File: src/rtl/seq_mac.sv
// seq_mac: iterative shift-add multiply-accumulate, one multiplier bit per
// cycle, signed/unsigned, valid/ready on both sides, running accumulator.
//
// Ports:
//   clk, rst_n              clock, async active-low reset
//   in_valid/in_ready       operand handshake (sample, coeff, signed_mode,
//                           acc_en, acc_clr)
//   out_valid/out_ready     result handshake (product, acc_out)
module seq_mac #(
  parameter int DATA_W = 8,
  parameter int COEF_W = 8,
  parameter int ACC_W  = 24
) (
  input  logic                     clk,
  input  logic                     rst_n,
  input  logic                     in_valid,
  output logic                     in_ready,
  input  logic [DATA_W-1:0]        sample,
  input  logic [COEF_W-1:0]        coeff,
  input  logic                     signed_mode,
  input  logic                     acc_en,
  input  logic                     acc_clr,
  output logic                     out_valid,
  input  logic                     out_ready,
  output logic [DATA_W+COEF_W-1:0] product,
  output logic [ACC_W-1:0]         acc_out
);

  localparam int P_W   = DATA_W + COEF_W;
  localparam int CNT_W = $clog2(COEF_W + 1);

  localparam logic [1:0] IDLE = 2'd0;
  localparam logic [1:0] RUN  = 2'd1;
  localparam logic [1:0] DONE = 2'd2;

  logic [1:0]        state;
  logic [CNT_W-1:0]  cnt;
  logic [P_W-1:0]    mcand;
  logic [P_W-1:0]    psum;
  logic [COEF_W-1:0] mplier;
  logic              neg;
  logic              sgn;
  logic              acc_en_r;
  logic              acc_clr_r;
  logic [P_W-1:0]    prod_q;
  logic [ACC_W-1:0]  acc_q;

  logic [DATA_W-1:0] s_mag;
  logic [COEF_W-1:0] c_mag;
  logic [P_W-1:0]    sum_nxt;
  logic [P_W-1:0]    prod_nxt;
  logic [ACC_W-1:0]  ext;
  logic [ACC_W-1:0]  acc_base;
  logic              last;

  // Magnitudes fit in the operand width even for the most negative value
  // because they are treated as unsigned from here on.
  always_comb begin
    s_mag = sample;
    c_mag = coeff;
    if (signed_mode && sample[DATA_W-1]) s_mag = -sample;
    if (signed_mode && coeff[COEF_W-1])  c_mag = -coeff;
    sum_nxt  = psum + (mplier[0] ? mcand : '0);
    prod_nxt = neg ? -sum_nxt : sum_nxt;
    ext      = sgn ? ACC_W'($signed(prod_nxt))
                   : ACC_W'(prod_nxt);
    acc_base = acc_clr_r ? '0 : acc_q;
    last     = (cnt == CNT_W'(COEF_W - 1));
  end

  always_ff @(posedge clk or negedge rst_n) begin
    if (!rst_n) begin
      state     <= IDLE;
      cnt       <= '0;
      mcand     <= '0;
      psum      <= '0;
      mplier    <= '0;
      neg       <= 1'b0;
      sgn       <= 1'b0;
      acc_en_r  <= 1'b0;
      acc_clr_r <= 1'b0;
      prod_q    <= '0;
      acc_q     <= '0;
    end else begin
      case (state)
        IDLE: begin
          if (in_valid) begin
            mcand     <= P_W'(s_mag);
            mplier    <= c_mag;
            psum      <= '0;
            cnt       <= '0;
            neg       <= signed_mode &
                         (sample[DATA_W-1] ^ coeff[COEF_W-1]);
            sgn       <= signed_mode;
            acc_en_r  <= acc_en;
            acc_clr_r <= acc_clr;
            state     <= RUN;
          end
        end
        RUN: begin
          psum   <= sum_nxt;
          mcand  <= mcand << 1;
          mplier <= mplier >> 1;
          cnt    <= cnt + CNT_W'(1);
          if (last) begin
            prod_q <= prod_nxt;
            if (acc_en_r)       acc_q <= acc_base + ext;
            else if (acc_clr_r) acc_q <= '0;
            state <= DONE;
          end
        end
        DONE: begin
          if (out_ready) state <= IDLE;
        end
        default: state <= IDLE;
      endcase
    end
  end

  assign in_ready  = (state == IDLE);
  assign out_valid = (state == DONE);
  assign product   = prod_q;
  assign acc_out   = acc_q;

endmodule

File: config.mk
export PLATFORM = sky130hd
export DESIGN_NAME = seq_mac
export DESIGN_NICKNAME = d
export VERILOG_FILES = /design/src/rtl/seq_mac.sv
export SDC_FILE = /design/constraint.sdc
export NUM_CORES = 1
export LEC_CHECK = 0
export CAP_MARGIN = 20
export CORE_ASPECT_RATIO = 0.8
export CORE_UTILIZATION = 50
export CTS_CLUSTER_DIAMETER = 60
export CTS_CLUSTER_SIZE = 30
export DETAILED_ROUTE_END_ITERATION = 8
export PLACE_DENSITY = 0.72
export SYNTH_ARGS = -nofsm -noshare
export SYNTH_HDL_FRONTEND = slang
export SYNTH_SLANG_ARGS = --single-unit
File: constraint.sdc
create_clock -name clk -period 11.6 [get_ports clk]
set_input_delay 1.74 -clock clk [delete_from_list [all_inputs] [get_ports clk]]
set_output_delay 1.74 -clock clk [all_outputs]
set_load 0.02 [all_outputs]
==> metrics.md <==
| Metric | Value |
|---|---|
| Root buf cell | `clkbuf_16` |
| Vias in the first global route | `5417` |
| Min Tclk post-route | `between 6 and 7 ns` |
| # DRC | `0` |
| Simple-Gate Fraction of Synth Area | `between 20% and 30%` |
| Starting DRT DRC Count | `roughly 370` |
| Post-synth EDFFs | `0` |
| CP Capture Type | `flip-flop` |
| RSZ-0062 raised after global routing | `no` |
| Chip width | `128.7 µm` |
| Setup slack after layout | `approximately 5.4 ns` |
| Total setup buffers inserted after CTS | `0` |
| WHS | `0.4739 ns` |
| Worst EP required | `between 10 and 15 ns` |
| Most frequent cells after synthesis | `nand2_1, dfrtp_1, o21ai_0` |
| CTS buffer count | `9` |
| Seq/Total Area, Yosys | `a little over a third` |
| DRT Wirelength | `between 15000 and 20000 µm` |
| CTS tree | `done` |
| Slowest stage delay, CP | `around 0.62 ns` |
| Leakage power | `between 0.003 and 0.004 µW` |
| Post-DRT Antenna Nets | `0` |
| Hold WC Path Type | `reg2reg` |
| Final setup fails | `0` |
| Fmax | `approximately 160 MHz` |
| Clock Skews | `around 0.0062 ns` |
| Buffers plus inverters on the worst setup path | `1` |
| Leading cell type by number of instances after synthesis | `nand2_1` |
| Worst Tran Pin Value | `between 0.9 and 1 ns` |
| Cell area after synthesis | `~6400 µm²` |
| H-tree levels | `3` |
| Largest family of logic cells by synthesized area | `simple AND/OR/NAND/NOR gates` |
| Critical path's slowest cell | `dfrtp_1` |
| Area grow syn2layout | `16.53%` |
| Max cap viols | `0` |
| Largest cells by area after synthesis | `dfrtp_1, ha_1, nand2_1` |
| Hpwl dp | `about 12000 µm` |
| Clock transition at path regs | `roughly 0.060 ns` |
| Syn Area/Cell | `~8.5 µm²` |
| Fin crit share | `a little over half` |
| Core Rows | `36` |
| Initial antenna violation count | `0` |
| Syn_nets | `about 800` |
| I/O Buffers | `64` |
| Chip height | `slightly above 100 µm` |
| Placed cells | `between 900 and 1000` |
| Setup TNS | `0 ns` |
| Outcome | `finished clean` |
| Worst VDD drop | `between 0.15 and 0.2 mV` |
| Power density cells | `about 290 nW/µm²` |
| IO Count | `between 60 and 70` |
| Hold-fix buffers, CTS | `0` |
| Die area | `13300 µm²` |
| CP Data Arrival Time | `about 6.5 ns` |
| Flops & latches, synth | `90` |
| Clk sinks | `90` |
| Initial Util | `~52%` |
| Mux contribution to synthesized area | `between 1.5 and 2%` |
| DR vias | `5627` |
| CORE AREA | `between 10000 and 15000 µm²` |
| DP Worst Slack | `between 5 and 6 ns` |
| Drt first pass iters | `8` |
| Slew margin rel. | `between 30% and 40%` |
| Final count of hold timing violations | `0` |
| Crit path kind | `reg2reg` |
| Fraction of layout cells with a size suffix above 1 | `under 10%` |
| CP Cell Sequence | `and2_1, ha_1, inv_1, fa_1, xor2_1, nand3_2, or4b_4, or3_1, o21ai_0, xnor2_1, ha_1, nand3_1, a221oi_1, o41ai_1, nand2b_1, a211o_1, o21ai_0, a21oi_2, a31oi_1, o21ai_1, and3b_1, nor4_1` |
| Startpoint Class | `flip-flop` |
| Nets | `around 860` |
| Post-synth ARST share | `100.0%` |
| Gpl congestion | `about 0.89` |
| Synth Warn # | `0` |
| Main synth FF type | `dfrtp_1` |
| Critical path fanouts, max | `17` |
| Compound-Gate Fraction of Synth Area | `between 20% and 30%` |
| Worst-Skew Late Latency | `around 0.34 ns` |
| CP top delay family | `simple AND/OR/NAND/NOR gates` |
| Wire per inst | `16.69 µm` |
| XOR/XNOR Fraction of Synth Area | `7.076%` |
| Post-CTS Resized | `0` |
| Vias per cell | `approximately 5.8` |
| Clock Tree Buf Depth | `2` |
| First-pass GRT wire length | `approximately 27000 µm` |
| Synth Instances | `754` |
| Antenna cells | `0` |
| Synth top area share | `35.09%` |
| Reg2Reg Setup Slack | `5.39 ns` |
| Synth area leader | `dfrtp_1` |
| Grt total ovfl | `0` |
| Pin count of the biggest net entering global routing | `49` |
| Distinct cells, synth | `~70` |
| Max-slew violations | `0` |
| GRT Total Usage | `between 20% and 30%` |
| Adder-cell area share of the yosys netlist | `8.226%` |
| Fin cells | `roughly 970` |
-- final cells by class --
class,instances,area [µm²]
inverter,20,87.58
clock inverter,2,12.51
tap,171,214.0
clock buffer,13,260.3
timing repair buffer,72,718.2
sequential,90,2252
multi-input combinational,606,3935
fill,1088,4862
-- logic make-up after synthesis --
kind of cell | Yosys count
simple gates | 303
compound gates | 200
flops | 90
buf+inv | 58
xor+xnor | 51
fa+ha+maj | 41
mux | 11
-- per-stage QoR --
step	total power, µW	util [%]	instance area [µm²]
6_report	2143	60.60	7480
3_3_place_gp	1812	58.17	7179
4_1_cts	2135	60.38	7452
3_5_place_dp	1846	58.17	7179
5_1_grt	2322	60.60	7480
2_1_floorplan	1493	-	6419
-- routing by layer --
layer / part of all wire, % / routed length, µm / track usage (%) / vias up
met2: 46 / 7420 / 41.79 / 151
met3: 4.7 / 768 / 4.424 / 13
met5: 0 / 0 / 0 / -
met1: 49 / 7930 / 36.74 / 2697
met4: 0.84 / 137 / 5.701 / 0
li1: - / - / - / 2766
-- registers in the layout, indices dropped and copies added, names as in the netlist, 2 cells and up --
signal	flops
state	2
product	16
mcand	16
psum	16
acc_out	24
mplier	8
cnt	4
-- power breakdown --
group,switching (µW),leakage (µW),internal [µW]
clock network,122,0.000132,156
registers,109,0.00117,438
logic,767,0.00209,551
-- worst paths after layout --
path / to / cells past startpoint / start
max: acc_out[22]$_DFFE_PN0P_ / 22 / mplier[0]$_DFFE_PN0P_
min: product[11]$_DFFE_PN0P_ / 2 / product[11]$_DFFE_PN0P_
max reg2reg: acc_out[22]$_DFFE_PN0P_ / 22 / mplier[0]$_DFFE_PN0P_
min reg2reg: product[11]$_DFFE_PN0P_ / 2 / product[11]$_DFFE_PN0P_
max in group asynchronous: psum[3]$_DFFE_PN0P_ / 2 / rst_n
min in group asynchronous: mplier[7]$_DFFE_PN0P_ / 1 / rst_n
-- tightest hold or removal path, cell delays in order, from the launching register on --
cell and delay (ns):
dfrtp_1 0.34, nand2_1 0.05, nand2_1 0.05
-- placed cells by master, fill, tap and decap left out, drive strengths merged, types with 3 or more instances in the layout --
cell,n
nor2,40
a211oi,6
nand3,26
ha,39
nor3b,3
xor2,16
nor2b,26
and2,21
a21oi,37
or3,3
o21bai,3
dfrtp,90
buf,9
o21ai,62
nand2b,10
mux2i,8
nor4,7
nand2,130
inv,19
o21a,6
o211ai,10
a22oi,12
a221o,3
xnor2,35
a21o,12
nor3,14
a31oi,9
nand4,4
a22o,13
a211o,7
a32o,3
clkbuf,13
clkdlybuf4s50,63
mux2,3
nand3b,3
Power figures use the tool's default switching activity.
